### src/rtl/product_accumulator_pkg.sv
// Shared types and constants for the product accumulator: product width,
// the ACCUM/HOLD state encoding and the sign-extension width helper.
package product_acc_pkg;

  localparam int PROD_W = 18;

  typedef enum logic {
    ACCUM = 1'b0,
    HOLD  = 1'b1
  } accState_e;

  // Number of copies of the product sign bit needed to reach the accumulator width.
  function automatic int sextWidth(input int accW);
    return accW - PROD_W;
  endfunction

endpackage

### src/rtl/product_accumulator_if.sv
// Product-in / sum-out handshake bundle. The accumulator uses the slave
// modport; the producer/consumer side uses master.
interface product_accumulator_if #(
  parameter int ACC_W = 20
);
  import product_acc_pkg::*;

  logic signed [PROD_W-1:0] Product_In;
  logic                     Product_Valid;
  logic                     Product_Ready;
  logic signed [ACC_W-1:0]  Acc_Out;
  logic                     Acc_Valid;
  logic                     Acc_Ready;
  logic                     Overflow;

  modport slave (
    input  Product_In, Product_Valid, Acc_Ready,
    output Product_Ready, Acc_Out, Acc_Valid, Overflow
  );

  modport master (
    output Product_In, Product_Valid, Acc_Ready,
    input  Product_Ready, Acc_Out, Acc_Valid, Overflow
  );

endinterface

### src/rtl/product_accumulator_add.sv
// Combinational accumulator adder with exact-range overflow detection.
// Define PRODUCT_ACC_SATURATE_EN to clamp out-of-range results; otherwise they wrap.
module acc_add
  import product_acc_pkg::*;
#(
  parameter int ACC_W = 20
) (
  input  logic signed [ACC_W-1:0]  acc_i,
  input  logic signed [PROD_W-1:0] prod_i,
  output logic signed [ACC_W-1:0]  sum_o,
  output logic                     ovf_o
);

  localparam int EXT_W = sextWidth(ACC_W);

  // One guard bit above ACC_W holds the exact sum of two in-range operands.
  logic [ACC_W:0] exactSum;

  assign exactSum = {acc_i[ACC_W-1], acc_i} + {{(EXT_W + 1){prod_i[PROD_W-1]}}, prod_i};
  assign ovf_o    = exactSum[ACC_W] ^ exactSum[ACC_W-1];

`ifdef PRODUCT_ACC_SATURATE_EN
  always_comb begin
    sum_o = exactSum[ACC_W-1:0];
    if (ovf_o) begin
      sum_o = exactSum[ACC_W] ? {1'b1, {(ACC_W - 1){1'b0}}} : {1'b0, {(ACC_W - 1){1'b1}}};
    end
  end
`else
  assign sum_o = exactSum[ACC_W-1:0];
`endif

endmodule

### src/rtl/product_accumulator.sv
// Sums TERMS signed products into one ACC_W result, holding it until consumed.
// Saturation instead of wrap-around is enabled by PRODUCT_ACC_SATURATE_EN.
module product_accumulator
  import product_acc_pkg::*;
#(
  parameter int TERMS = 8,
  parameter int ACC_W = 20
) (
  input  logic                  Clk,
  input  logic                  Rst_n,
  input  logic                  Clear,
  product_accumulator_if.slave  bus
);

  localparam int CNT_W = $clog2(TERMS);
  typedef logic [CNT_W-1:0] cnt_t;
  localparam cnt_t LAST_TERM = cnt_t'(TERMS - 1);

  if (TERMS < 2 || TERMS > 256) begin : gBadTerms
    $error("product_accumulator: TERMS must lie in 2..256");
  end
  if (ACC_W < 19 || ACC_W > 32) begin : gBadAccW
    $error("product_accumulator: ACC_W must lie in 19..32");
  end

  accState_e               state_q;
  logic signed [ACC_W-1:0] acc_q;
  cnt_t                    cnt_q;
  logic                    ovf_q;
  logic                    ready_q;
  logic                    valid_q;

  logic signed [ACC_W-1:0] acc_d;
  logic                    addOvf;
  logic                    accept;

  assign accept = bus.Product_Valid && ready_q;

  acc_add #(
    .ACC_W(ACC_W)
  ) uAdd (
    .acc_i (acc_q),
    .prod_i(bus.Product_In),
    .sum_o (acc_d),
    .ovf_o (addOvf)
  );

  // Ready stays low through reset and rises on the first edge afterwards.
  always_ff @(posedge Clk or negedge Rst_n) begin
    if (!Rst_n) begin
      state_q <= ACCUM;
      acc_q   <= '0;
      cnt_q   <= '0;
      ovf_q   <= 1'b0;
      ready_q <= 1'b0;
      valid_q <= 1'b0;
    end else if (Clear) begin
      state_q <= ACCUM;
      acc_q   <= '0;
      cnt_q   <= '0;
      ovf_q   <= 1'b0;
      ready_q <= 1'b1;
      valid_q <= 1'b0;
    end else begin
      case (state_q)
        ACCUM: begin
          ready_q <= 1'b1;
          if (accept) begin
            acc_q <= acc_d;
            ovf_q <= ovf_q | addOvf;
            if (cnt_q == LAST_TERM) begin
              cnt_q   <= '0;
              state_q <= HOLD;
              ready_q <= 1'b0;
              valid_q <= 1'b1;
            end else begin
              cnt_q <= cnt_q + 1'b1;
            end
          end
        end
        HOLD: begin
          if (bus.Acc_Ready) begin
            state_q <= ACCUM;
            acc_q   <= '0;
            cnt_q   <= '0;
            ovf_q   <= 1'b0;
            ready_q <= 1'b1;
            valid_q <= 1'b0;
          end
        end
        default: begin
          state_q <= ACCUM;
          ready_q <= 1'b0;
          valid_q <= 1'b0;
        end
      endcase
    end
  end

  assign bus.Product_Ready = ready_q;
  assign bus.Acc_Valid     = valid_q;
  assign bus.Acc_Out       = acc_q;
  assign bus.Overflow      = ovf_q;

endmodule

### src/flat_wrapper.sv
// flat-port wrapper written by rule: the top's interface ports become plain ports
module product_accumulator_flat import product_acc_pkg::*;
#(
  parameter int TERMS = 8,
  parameter int ACC_W = 20
)
  (Clk, Rst_n, Clear, bus_Product_In, bus_Product_Valid, bus_Acc_Ready, bus_Product_Ready, bus_Acc_Out, bus_Acc_Valid, bus_Overflow);
  product_accumulator_if #(.ACC_W(ACC_W)) bus_i ();
  input  logic Clk;
  input  logic Rst_n;
  input  logic Clear;
  input wire logic [$bits(bus_i.Product_In)-1:0] bus_Product_In;
  input wire logic [$bits(bus_i.Product_Valid)-1:0] bus_Product_Valid;
  input wire logic [$bits(bus_i.Acc_Ready)-1:0] bus_Acc_Ready;
  output wire logic [$bits(bus_i.Product_Ready)-1:0] bus_Product_Ready;
  output wire logic [$bits(bus_i.Acc_Out)-1:0] bus_Acc_Out;
  output wire logic [$bits(bus_i.Acc_Valid)-1:0] bus_Acc_Valid;
  output wire logic [$bits(bus_i.Overflow)-1:0] bus_Overflow;
  assign bus_i.Product_In = bus_Product_In;
  assign bus_i.Product_Valid = bus_Product_Valid;
  assign bus_i.Acc_Ready = bus_Acc_Ready;
  assign bus_Product_Ready = bus_i.Product_Ready;
  assign bus_Acc_Out = bus_i.Acc_Out;
  assign bus_Acc_Valid = bus_i.Acc_Valid;
  assign bus_Overflow = bus_i.Overflow;
  product_accumulator #(.TERMS(TERMS), .ACC_W(ACC_W)) u_core (.Clk(Clk), .Rst_n(Rst_n), .Clear(Clear), .bus(bus_i));
endmodule
### config.mk
export PLATFORM = sky130hd
export DESIGN_NAME = product_accumulator_flat
export DESIGN_NICKNAME = d
export VERILOG_FILES = /design/src/rtl/product_accumulator_pkg.sv /design/src/rtl/product_accumulator_if.sv /design/src/rtl/product_accumulator_add.sv /design/src/rtl/product_accumulator.sv /design/src/flat_wrapper.sv
export SDC_FILE = /design/constraint.sdc
export NUM_CORES = 1
export LEC_CHECK = 0
export ABC_AREA = 1
export CORE_MARGIN = 2
export CORE_UTILIZATION = 47
export CTS_CLUSTER_SIZE = 20
export DETAILED_ROUTE_END_ITERATION = 12
export GPL_TIMING_DRIVEN = 0
export PLACE_DENSITY = 0.79
export SLEW_MARGIN = 10
export SYNTH_ARGS = -nofsm -noshare
export SYNTH_HDL_FRONTEND = slang
export SYNTH_SLANG_ARGS = --single-unit
export TNS_END_PERCENT = 50
### constraint.sdc
create_clock -name Clk -period 1.6 [get_ports Clk]
set_input_delay 0.32 -clock Clk [delete_from_list [all_inputs] [get_ports Clk]]
set_output_delay 0.32 -clock Clk [all_outputs]
set_load 0.01 [all_outputs]
### Word level (Yosys, flattened, before mapping)

Index checks and enable logic that the tools add are counted.

| operators by class | value |
|---|---|
| add/subtract/negate cells | 2 |
| multiply operators | 0 |
| div/mod/pow operators | 0 |
| $lt $le $gt $ge | 0 |
| equality and inequality tests | 4 |
| shift operators | 0 |
| multiplexer cells | 27 |
| bitwise gates (word level) | 3 |
| reduce and logical (&&, ||, !) cells | 3 |

Operators by type and width:

| operator | number |
|---|---|
| 20-bit two-way mux | 3 |
| 20-bit case mux with 2 select lines | 1 |
| 20-bit by 18-bit adder with 21-bit output | 1 |
| 1-bit two-way mux | 14 |
| 3-bit two-way mux | 4 |
| 1-bit case mux with 2 select lines | 4 |
| 3-bit by 2-bit inequality test with 1-bit output, second input constant | 2 |
| 3-bit case mux with 2 select lines | 1 |
| 3-bit by 1-bit adder with 3-bit output, second input constant | 1 |
| 3-bit equality test, second input constant | 1 |
| 3-bit inequality test, second input constant | 1 |
| 3-bit AND reduction | 1 |
| 2-bit AND reduction | 1 |
| 1-bit logical AND | 1 |
| 1-bit NOT | 1 |
| 1-bit bitwise OR | 1 |
| 1-bit XOR | 1 |

| word-level totals | value |
|---|---|
| flip-flop bits (word level) | 27 |
| latch bits | 0 |
| memory bits (writable) | 0 |
| ROM bits | 0 |
| input bits | 23 |
| output and inout port bits | 23 |
| logic and storage cells | 45 |
| memories kept | 0 |

### Longest topological paths before layout

Gate-level depths: netlist of run 1.

| depth | value |
|---|---|
| depth after elaboration | 6 |
| depth in mapped cells | 13 |
| mapped depth without buffers | 13 |

### Modules after synthesis

A second synthesis of run 1 with hierarchy kept.

| second synthesis, totals | value |
|---|---|
| cell total of the unflattened synthesis | 364 |
| area, all modules | 2402.3 um2 |

By module, submodules not included:

| module | instances | cells each | area an instance (um2) | sequential area each (um2) |
|---|---|---|---|---|
| acc_add | 1 | 234 | 1242.4 | 0.0 |
| product_accumulator | 1 | 130 | 1159.9 | 675.6 |

### Least setup slack after synthesis of run 1

Ideal clock, no wire load.

| timing | value |
|---|---|
| kind | flip-flop to flip-flop |
| from | reg u_core.acc_q[0] (netlist: u_core.bus.Acc_Out[0]) |
| to | reg u_core.acc_q[16] (netlist: u_core.bus.Acc_Out[16]) |
| library setup time | 0.119 ns |
| data arrival time | 1.735 ns |
| data required time | 1.481 ns |
| slack | -0.254 ns |
| stages on the path, launching flop included | 12 |
| buffers on the path | 0 |
| clock period less this slack | 1.854 ns |
| cell sequence | dfrtp_1 -> ha_1 -> inv_1 -> fa_1 -> o21ai_2 -> inv_2 -> o21bai_4 -> nand3_1 -> nand2_1 -> nand2_1 -> nand2_1 -> o21ai_2 |

| on the way | value |
|---|---|
| word-level cells in the longest chain between the ends | 4 |

RTL lines:

| what | RTL line | RTL |
|---|---|---|
| start: declaration | product_accumulator.sv:27 | `logic signed [ACC_W-1:0] acc_q;` |
| start signal: assignment | product_accumulator.sv:52 | `acc_q <= '0;` |
| start signal: assignment | product_accumulator.sv:59 | `acc_q <= '0;` |
| start signal: assignment | product_accumulator.sv:69 | `acc_q <= acc_d;` |
| 20-bit by 18-bit adder with 21-bit output | product_accumulator_add.sv:19 | `assign exactSum = {acc_i[ACC_W-1], acc_i} + {{(EXT_W + 1){prod_i[PROD_W-1]}}, prod_i};` |
| 20-bit two-way mux | product_accumulator.sv:68 | `if (accept) begin` |
| 20-bit case mux with 2 select lines | product_accumulator.sv:65 | `case (state_q)` |
| 20-bit two-way mux | product_accumulator.sv:57 | `end else if (Clear) begin` |

Every way passes these cells. The select of a mux whose other input is x is not followed.
A chain may end at the register's enable or synchronous reset.

### Worst setup path after layout of run 1

| timing | value |
|---|---|
| from | reg u_core.acc_q[6] (netlist: u_core.bus.Acc_Out[6]) |
| to | reg u_core.acc_q[8] (netlist: u_core.bus.Acc_Out[8]) |

The elaborated chain is that of the path after synthesis.

==> qor_table.md, run 1 <==
| Parameter | Reported |
|:---|:---|
| H-Tree Depth | 1 |
| Residual overflow from global routing | 0 |
| Run status | finished with violations |
| Number of antenna violations at the first check in global routing | 0 |
| Yosys warning total | 0 |
| Number of storage elements in the synthesis netlist | 27 |
| Most frequent cell on the critical path | sky130_fd_sc_hd__nand2_1 |
| Setup ws final | -0.274 ns |
| Critical path capture point type | register |
| Largest stage delay, worst path | 0.45 ns |
| Number of hold-repair buffers added at the cts stage | 0 |
| Seq/Total Area, Yosys | 28.6% |
| Pin count of the biggest net entering global routing | 28 |
| First DRT Iteration DRCs | 89 |
| Final setup fails | 15 |
| Critical path's top delay family | flip-flops |
| Site Rows | 25 |
| Classification of the worst-slack hold path | primary input to async pin |
| Worst Tran Pin Value | 0.632 ns |
| Start point of the critical path | u_core.bus.Acc_Out[6] |
| Post-synthesis area per instance | 6.92 µm² |
| Count of buffers inserted at the top-level ports | 45 |
| Unrepaired setup endpoints after global routing | yes |
| Max Fanout on Critical Path | 5 |
| Post-synthesis cell count | 342 |
| Wire length of the first global-routing pass | 11.1 mm |
| Number of vias after detailed routing | 2574 |
| Filler instances | 351 |
| Most used DFF post-synth | sky130_fd_sc_hd__dfrtp_1 |
| Number of global-route vias before repair | 2492 |
| Number of max-capacitance violations reported | 0 |
| Net count after synthesis | 388 |
| Placeable Area | 4790 µm² |
| Cell types with the largest area share after synthesis | sky130_fd_sc_hd__dfrtp_1, sky130_fd_sc_hd__nand2_1, sky130_fd_sc_hd__ha_1 |
| Peak ir drop on the vdd network | 0.000478 V |
| Die Y | 75.0 µm |
| Violated checks | setup timing |
| Leak pwr | 1.94 nW |
| Clk pin slew, worst setup/hold paths | 0.10 ns |
| Clock Root Buffer | sky130_fd_sc_hd__clkbuf_8 |
| Remaining number of nets flagged by the antenna check after routing | 0 |
| Final critical-path required period | 1.87 ns |
| Total routed wirelength | 7.44 mm |
| Cell area power density | 829 nW/µm² |
| Worst path bufs/invs | 2 |
| Clock latency of the later-clocked register in the worst-skew pair | 0.29 ns |
| TritonCTS Buffers | 3 |
| Final Hold Vio Count | 0 |
| Cells traversed along the worst timing path | ha_4 > nand2_1 > inv_1 > nand3_1 > o21bai_4 > buf_4 > a21oi_1 > o21ai_0 > nand2_1 |
| Number of enable flip-flop cells after synthesis | 0 |
| Share of the synthesized area in the top cell type | 28.6% |
| Number of buffers on the longest clock path | 2 |
| Headroom to the max-slew limit | 57.9% |
| Weighted congestion at the end of routability-driven global placement | 0.883 |
| Start of the worst register-to-register path | u_core.bus.Acc_Out[6] |
| Area enclosed by the die boundary | 5620 µm² |
| Synthesis-to-layout area growth | 56.3% |
| Total inserted antenna cells | 0 |
| Worst path required time | 1.78 ns |
| Slowest stage cell, crit path | sky130_fd_sc_hd__dfrtp_1 |
| Number of optimization iterations in the first detailed-route pass | 4 |
| Library cells used by synthesis | 32 |
| Library cell with the largest summed area after synthesis | sky130_fd_sc_hd__dfrtp_1 |
| GRT Resource Usage Total | 26.1% |
| Worst setup slack before clock tree synthesis | -0.778 ns |
| Starting Density | 49.4% |
| Path type of the worst setup path | register to register |
| Proportion of layout cells with a drive suffix above 1 | 34.7% |
| DRC errors left | 0 |
| Worst setup skew after layout | 0.0105 ns |
| Peak clock frequency supported by timing | 534 MHz |
| Dominant cell by count in the synthesized netlist | sky130_fd_sc_hd__nand2_1 |
| Most frequent cells after synthesis | sky130_fd_sc_hd__nand2_1, sky130_fd_sc_hd__inv_1, sky130_fd_sc_hd__nor2_1, sky130_fd_sc_hd__dfrtp_1 |
| Detail Placement HPWL | 4.77 mm |
| Synthesized cell area | 2370 µm² |
| Clock tree from TritonCTS | built |
| Wire length per cell after detailed routing | 15.2 µm |
| Register area | 676 µm² |
| Number of nets in the finished design | 471 |
| Die boundary width | 75.0 µm |
| Share of the clock period used by the worst path after layout | 117% |
| Fraction of registers with async set or reset after synthesis | 100% |
| Number of sinks on the clock net | 27 |
| Setup TNS | -2.25 ns |
| Arrival time of data at the critical path endpoint | 2.05 ns |
| Vias per cell | 5.24 |
| Slew Limit Fails | 0 |
| Worst setup SP type | register |
| Multi-input logic area | 2000 µm² |
| IO Count | 46 |
[layer usage]
| layer | track usage [%] | share of wire (%) |
|---|---|---|
| met5 | 0 | 0 |
| met3 | 3.21 | 4.3 |
| met1 | 32.0 | 43 |
| met2 | 46.4 | 50 |
| met4 | 10.5 | 2.3 |
[power by group]
part / switching [mW] / total (mW) / leakage, nW / internal, mW
Clock: 0.233 / 0.413 / 0.0228 / 0.179
Combinational: 0.952 / 1.78 / 1.56 / 0.824
Sequential: 0.101 / 0.875 / 0.358 / 0.774
[layout by cell type (no fill, tap or decap), types with 7 or more instances in the layout]
cell                              count
sky130_fd_sc_hd__o21ai_1             12
sky130_fd_sc_hd__clkdlybuf4s50_1      8
sky130_fd_sc_hd__dlymetal6s2s_1      14
sky130_fd_sc_hd__inv_1               30
sky130_fd_sc_hd__nand3_2              8
sky130_fd_sc_hd__nand2_2             22
sky130_fd_sc_hd__nand3_1             11
sky130_fd_sc_hd__ha_4                18
sky130_fd_sc_hd__nand2_1             86
sky130_fd_sc_hd__inv_2               11
sky130_fd_sc_hd__a21oi_1             13
sky130_fd_sc_hd__nor2_1              25
sky130_fd_sc_hd__o21ai_0             12
sky130_fd_sc_hd__nor2_2               7
sky130_fd_sc_hd__dlygate4sd2_1       21
sky130_fd_sc_hd__dfrtp_1             27
sky130_fd_sc_hd__buf_4               32
[sequential cells by signal, summed over array words and instances, names as in the netlist]
name                      cells
u_core.state_q                1
u_core.cnt_q                  3
u_core.bus.Acc_Out           20
u_core.bus.Acc_Valid          1
u_core.bus.Overflow           1
u_core.bus.Product_Ready      1
[final timing paths]
check | endpoint | slack (ns) | depth (start not counted)
worst max-delay path | u_core.bus.Acc_Out[8] | -0.27 | 9
worst min-delay path | u_core.bus.Acc_Out[5] | 0.04 | 1
worst max register to register | u_core.bus.Acc_Out[8] | -0.27 | 9
worst min register to register | u_core.cnt_q[2] | 0.52 | 1
max in group asynchronous | u_core.bus.Acc_Out[16] | 1.14 | 1
min in group Clk | u_core.bus.Acc_Out[16] | 0.52 | 5
[layout make-up]
type,count,area share [%]
Clock buffer,4,1.22
Tap cell,67,2.27
Inverter,42,4.33
Buffer,3,0.643
Timing Repair Buffer,78,19.1
Sequential cell,27,18.3
Multi-Input combinational cell,270,54.1
[repair_timing]
| action | 4_1_cts | 5_1_grt |
|---|---|---|
| endpoints found under the hold margin | 0 | 0 |
| setup buffers | 15 | 18 |
| pin swaps | 36 | 25 |
| gates resized for setup | 90 | 48 |
| endpoints found under the setup margin | 21 | 34 |
[cell families (layout without fill, tap and decap cells)]
kind of cell	Yosys count	after routing	synth area share, %
xor+xnor	4	4	1.48
fa+ha+maj	23	23	12.5
buf+inv	45	127	7.51
compound gates	65	65	16.8
flops	27	27	28.6
simple gates	178	178	33.2
[metrics by stage]
step / util (%) / total power, mW / std cells / hold WS, ns / cell area [µm²]
after floorplan: - / 1.65 / 342 / 0.0244 / 2370
after global placement: 60.7 / 2.06 / 454 / 0.473 / 2910
after detailed placement: 60.6 / 2.08 / 454 / 0.381 / 2900
after CTS: 71.8 / 2.86 / 473 / 0.0667 / 3440
after global routing: 77.3 / 3.24 / 491 / 0.101 / 3700
final: 77.3 / 3.06 / 491 / 0.0376 / 3700
No activity file was read; power rests on OpenSTA's default activity.
==> run 2: changes to the inputs <==
Settings changed: PLACE_DENSITY 0.79 to 0.76.
==> qor_table.md, run 2 (same netlist as run 1, synthesis figures left out) <==
| Parameter | Reported |
|:---|:---|
| TritonCTS Buffers | 3 |
| Vias per cell | 5.24 |
| Weighted congestion at the end of routability-driven global placement | 0.880 |
| Final critical-path required period | 1.86 ns |
| Largest register FFs | 20 |
| Start point of the critical path | u_core.bus.Acc_Out[1] |
| Crit Reg-Reg Endpoint | u_core.bus.Acc_Out[12] |
| Setup ws final | -0.264 ns |
| Filler instances | 363 |
| DP Area | 2900 µm² |
| GRT Resource Usage Total | 25.1% |
| Critical path capture point type | register |
| Final Hold Vio Count | 0 |
| Number of optimization iterations in the first detailed-route pass | 4 |
| Path type of the worst setup path | register to register |
| Total inserted antenna cells | 0 |
| Worst R2R Setup Slack | -0.26 ns |
| Final setup fails | 23 |
| Cell area power density | 843 nW/µm² |
| Worst Tran Pin Value | 0.638 ns |
| Number of buffers on the longest clock path | 2 |
| Starting Density | 49.4% |
| Unrepaired setup endpoints after global routing | yes |
| Number of vias after detailed routing | 2573 |
| Proportion of layout cells with a drive suffix above 1 | 36.6% |
| Number of max-capacitance violations reported | 0 |
| IO Count | 46 |
| Number of sinks on the clock net | 27 |
| Start of the worst register-to-register path | u_core.bus.Acc_Out[1] |
| Number of cell instances on the worst register-to-register path | 10 |
| Setup TNS | -2.33 ns |
| Clk pin slew, worst setup/hold paths | 0.11 ns |
| Total routed wirelength | 7.42 mm |
| Clock tree from TritonCTS | built |
| Headroom to the max-slew limit | 57.4% |
| Wire length per cell after detailed routing | 15.1 µm |
| Worst path required time | 1.78 ns |
| Site Rows | 25 |
| Final-layout worst hold slack | 0.0383 ns |
| Residual overflow from global routing | 0 |
| Post-layout total power | 3.12 mW |
| Leading cell types in the layout, fill and taps excluded | sky130_fd_sc_hd__nand2_1, sky130_fd_sc_hd__buf_4, sky130_fd_sc_hd__inv_1 |
| Violated checks | setup timing |
| Run status | finished with violations |
| First DRT Iteration DRCs | 174 |
| DRC errors left | 0 |
| Capture point of the critical path | u_core.bus.Acc_Out[12] |
| Die boundary width | 75.0 µm |
| Final cell area excluding filler cells | 3700 µm² |
| Worst setup SP type | register |
| Max Fanout on Critical Path | 3 |
| Peak ir drop on the vdd network | 0.000506 V |
| Clock Root Buffer | sky130_fd_sc_hd__clkbuf_8 |
| Slew Limit Fails | 0 |
| Leading cell type in the layout, fill and taps excluded | sky130_fd_sc_hd__nand2_1 |
| Area enclosed by the die boundary | 5620 µm² |
| Number of global-route vias before repair | 2357 |
| Number of nets in the finished design | 471 |
| Remaining number of nets flagged by the antenna check after routing | 0 |
| Die Y | 75.0 µm |
| Worst setup skew after layout | 0.00352 ns |
| H-Tree Depth | 1 |
| Classification of the worst-slack hold path | primary input to async pin |
| Pin count of the biggest net entering global routing | 28 |
| Clock latency of the later-clocked register in the worst-skew pair | 0.29 ns |
| Peak clock frequency supported by timing | 536 MHz |
| Arrival time of data at the critical path endpoint | 2.05 ns |
| Synthesis-to-layout area growth | 56.4% |
| Number of hold-repair buffers added at the cts stage | 0 |
| Leak pwr | 1.75 nW |
| Wire length of the first global-routing pass | 10.8 mm |
| Count of buffers inserted at the top-level ports | 45 |
| Number of antenna violations at the first check in global routing | 0 |
| Share of the clock period used by the worst path after layout | 117% |
| Detail Placement HPWL | 4.82 mm |
| Placeable Area | 4790 µm² |
==> run 2: routing by layer <==
layer / part of all wire, % / global-route usage, %
met1: 43 / 32.4
met4: 1.4 / 6.75
met3: 3.4 / 2.54
met5: 0 / 0
met2: 52 / 44.6
==> run 2: cell type report <==
type	instances	area, µm²	area share, %
sequential	27	677	18.3
timing repair buffer	78	679	18.4
buffer	3	21.3	0.575
inverter	42	158	4.26
tap	67	83.8	2.27
clock inverter	1	7.51	0.203
clock buffer	3	41.3	1.12
multi-input combinational	270	2030	54.9
==> run 2: worst min-delay path by stage <==
stage                          from                     end  slack (ns)
finish                        Rst_n  u_core.bus.Acc_Out[10]        0.04
global route                  Rst_n  u_core.bus.Acc_Out[10]        0.11
floorplan                     Rst_n   u_core.bus.Acc_Out[0]        0.02
CTS                           Rst_n  u_core.bus.Acc_Out[12]        0.07
global placement    u_core.cnt_q[1]         u_core.cnt_q[1]        0.48
detailed placement            Rst_n  u_core.bus.Acc_Out[10]        0.39
==> run 2: per-stage QoR <==
stage          worst slack [ns]  util, %  std cells
6_report                 -0.264     77.3        491
5_1_grt                  -0.311     77.3        491
4_1_cts                  -0.251     71.1        471
3_5_place_dp             -0.776     60.6        454
2_1_floorplan            -0.177        -        342
3_3_place_gp             -0.760     60.7        454
==> run 2: timing repair <==
item,in CTS,in global routing
pin swaps,32,32
buffers inserted,13,21
setup endpoints to repair,21,28
cloned,0,0
gates resized for setup,86,49
==> run 2: report_power, final <==
part | switching (mW) | internal (mW)
clock | 0.261 | 0.178
sequential | 0.101 | 0.775
combinational | 0.957 | 0.848
==> run 2: worst max-delay path, stage by stage, from the launching register on <==
cell	delay [ns]
sky130_fd_sc_hd__dfrtp_1	0.49
sky130_fd_sc_hd__inv_2	0.08
sky130_fd_sc_hd__fa_2	0.42
sky130_fd_sc_hd__o21ai_4	0.15
sky130_fd_sc_hd__inv_2	0.08
sky130_fd_sc_hd__o21bai_4	0.17
sky130_fd_sc_hd__nand2_1	0.10
sky130_fd_sc_hd__nand2_1	0.10
sky130_fd_sc_hd__nand2_1	0.05
sky130_fd_sc_hd__nand2_1	0.05
sky130_fd_sc_hd__o21ai_1	0.05
==> run 3: changes to the inputs <==
Settings changed: CORE_UTILIZATION 47 to 40, PLACE_DENSITY 0.76 to 0.67, SETUP_SLACK_MARGIN set to 0.3.
==> qor_table.md, run 3 (same netlist as run 1, synthesis figures left out) <==
| Parameter | Reported |
|:---|:---|
| Run status | finished with violations |
| Violated checks | setup timing |
| Critical path capture point type | register |
| Leading cell types in the layout, fill and taps excluded | sky130_fd_sc_hd__nand2_1, sky130_fd_sc_hd__buf_4, sky130_fd_sc_hd__inv_1 |
| Weighted congestion at the end of routability-driven global placement | 0.880 |
| Site Rows | 28 |
| Number of optimization iterations in the first detailed-route pass | 4 |
| Number of antenna violations at the first check in global routing | 0 |
| Total routed wirelength | 7.25 mm |
| Peak ir drop on the vdd network | 0.000527 V |
| Max Fanout on Critical Path | 3 |
| Worst setup skew after layout | 0.0104 ns |
| Critical path's top delay family | adder cells |
| Unrepaired setup endpoints after global routing | yes |
| Leak pwr | 1.81 nW |
| Worst path required time | 1.80 ns |
| Proportion of layout cells with a drive suffix above 1 | 49.1% |
| Number of global-route vias before repair | 2457 |
| Largest stage delay, worst path | 0.38 ns |
| Clock tree from TritonCTS | built |
| Worst Tran Pin Value | 0.661 ns |
| Clk pin slew, worst setup/hold paths | 0.12 ns |
| Arrival time of data at the critical path endpoint | 2.04 ns |
| TritonCTS Buffers | 3 |
| H-Tree Depth | 1 |
| Clock Root Buffer | sky130_fd_sc_hd__clkbuf_8 |
| Die boundary width | 80.9 µm |
| Worst setup SP type | register |
| Leading cell type in the layout, fill and taps excluded | sky130_fd_sc_hd__nand2_1 |
| Slew Limit Fails | 0 |
| Path type of the worst setup path | register to register |
| Count of buffers inserted at the top-level ports | 45 |
| GRT Resource Usage Total | 22.6% |
| Vias per cell | 4.98 |
| Cell area power density | 840 nW/µm² |
| Number of max-capacitance violations reported | 0 |
| Residual overflow from global routing | 0 |
| Start of the worst register-to-register path | u_core.bus.Acc_Out[0] |
| Wire length per cell after detailed routing | 14.4 µm |
| Largest register FFs | 20 |
| Die Y | 80.9 µm |
| Headroom to the max-slew limit | 55.9% |
| Final critical-path required period | 1.84 ns |
| Final setup fails | 14 |
| Setup ws final | -0.235 ns |
| Number of vias after detailed routing | 2514 |
| Post-layout total power | 3.26 mW |
| Area enclosed by the die boundary | 6550 µm² |
| Final Hold Vio Count | 0 |
| Placeable Area | 5820 µm² |
| Starting Density | 40.7% |
| Total inserted antenna cells | 0 |
| First DRT Iteration DRCs | 119 |
| Clock latency of the later-clocked register in the worst-skew pair | 0.29 ns |
| Number of buffers on the longest clock path | 2 |
| Filler instances | 502 |
| IO Count | 46 |
| Classification of the worst-slack hold path | primary input to async pin |
| Detail Placement HPWL | 4.95 mm |
| Number of nets in the finished design | 477 |
| Share of the clock period used by the worst path after layout | 115% |
| Worst setup slack before clock tree synthesis | -0.772 ns |
| Levels on crit path | 11 |
| Peak clock frequency supported by timing | 545 MHz |
| Start point of the critical path | u_core.bus.Acc_Out[0] |
| DRC errors left | 0 |
| Number of sinks on the clock net | 27 |
| Remaining number of nets flagged by the antenna check after routing | 0 |
| Number of cell instances on the worst register-to-register path | 11 |
| Cells traversed along the worst timing path | ha_2 > inv_2 > fa_2 > o21ai_4 > inv_2 > o21bai_4 > nand3_2 > nand2_2 > nand2_1 > nand2_1 > o21ai_2 |
| Pin count of the biggest net entering global routing | 28 |
| Wire length of the first global-routing pass | 11.5 mm |
| Slowest stage cell, crit path | sky130_fd_sc_hd__dfrtp_1 |
| Synthesis-to-layout area growth | 64.3% |
| Worst path bufs/invs | 2 |
[run 3: cell count changes in the layout (fill, tap and decap cells not counted), moves of 3 or more]
cell,previous run,this run
sky130_fd_sc_hd__buf_6,3,19
sky130_fd_sc_hd__clkdlybuf4s50_1,19,2
sky130_fd_sc_hd__buf_2,2,7
sky130_fd_sc_hd__inv_2,14,18
sky130_fd_sc_hd__dfrtp_1,26,14
sky130_fd_sc_hd__buf_4,32,27
sky130_fd_sc_hd__o21ai_0,12,6
sky130_fd_sc_hd__clkdlybuf4s15_1,0,3
sky130_fd_sc_hd__inv_1,28,23
sky130_fd_sc_hd__nand2_4,5,12
sky130_fd_sc_hd__nand2_1,91,82
sky130_fd_sc_hd__o21ai_1,11,17
sky130_fd_sc_hd__clkbuf_2,1,8
sky130_fd_sc_hd__dfrtp_2,1,13
[run 3: path summary, 6_finish.rpt]
path                                                 end  slack, ns
worst min register to register           u_core.cnt_q[1]       0.51
worst max-delay path              u_core.bus.Acc_Out[16]      -0.24
worst min-delay path              u_core.bus.Acc_Out[15]       0.04
worst max register to register    u_core.bus.Acc_Out[16]      -0.24
min in group Clk                u_core.bus.Product_Ready       0.47
max in group asynchronous          u_core.bus.Acc_Out[5]       1.08
[run 3: layout make-up]
class	instances	area (µm²)	share of cell area [%]
Timing Repair Buffer	84	713	18.3
Sequential cell	27	692	17.8
Clock inverter	1	7.51	0.193
Inverter	42	160	4.12
Multi-Input combinational cell	270	2150	55.4
Buffer	3	27.5	0.708
Tap cell	75	93.8	2.41
Clock buffer	3	41.3	1.06
[run 3: per-layer routing]
layer / wire length (µm) / GRT usage [%] / share of wire (%)
met1: 3370 / 30.7 / 47
met2: 3590 / 39.3 / 49
met3: 212 / 2.00 / 2.9
met4: 73 / 4.24 / 1.0
met5: 0 / 0 / 0
[run 3: what timing repair did]
item / in CTS / in global routing
hold endpoints to repair: 0 / 0
resized for setup: 163 / 65
gates cloned: 0 / 0
setup buffers: 24 / 15
hold buffers: 0 / 0
pin swaps: 53 / 32
setup endpoints to repair: 47 / 44
[run 3: through the flow]
stage	instance area [µm²]	utilization, %	hold WS (ns)	TNS, ns	cells
after floorplan	2600	-	0.0244	-0.826	342
after global placement	3150	54.1	0.481	-20.67	462
after detailed placement	3140	54.0	0.391	-11.44	462
after CTS	3650	62.8	0.0711	-1.76	490
after global routing	3890	66.8	0.0962	-3.28	505
final	3890	66.8	0.0420	-1.89	505
[run 3: power breakdown]
| part | internal (mW) | switching [mW] | leakage (nW) |
|---|---|---|---|
| clock network | 0.178 | 0.275 | 0.0217 |
| registers | 0.784 | 0.0985 | 0.338 |
| logic | 0.904 | 1.02 | 1.45 |
| total | 1.87 | 1.40 | 1.81 |
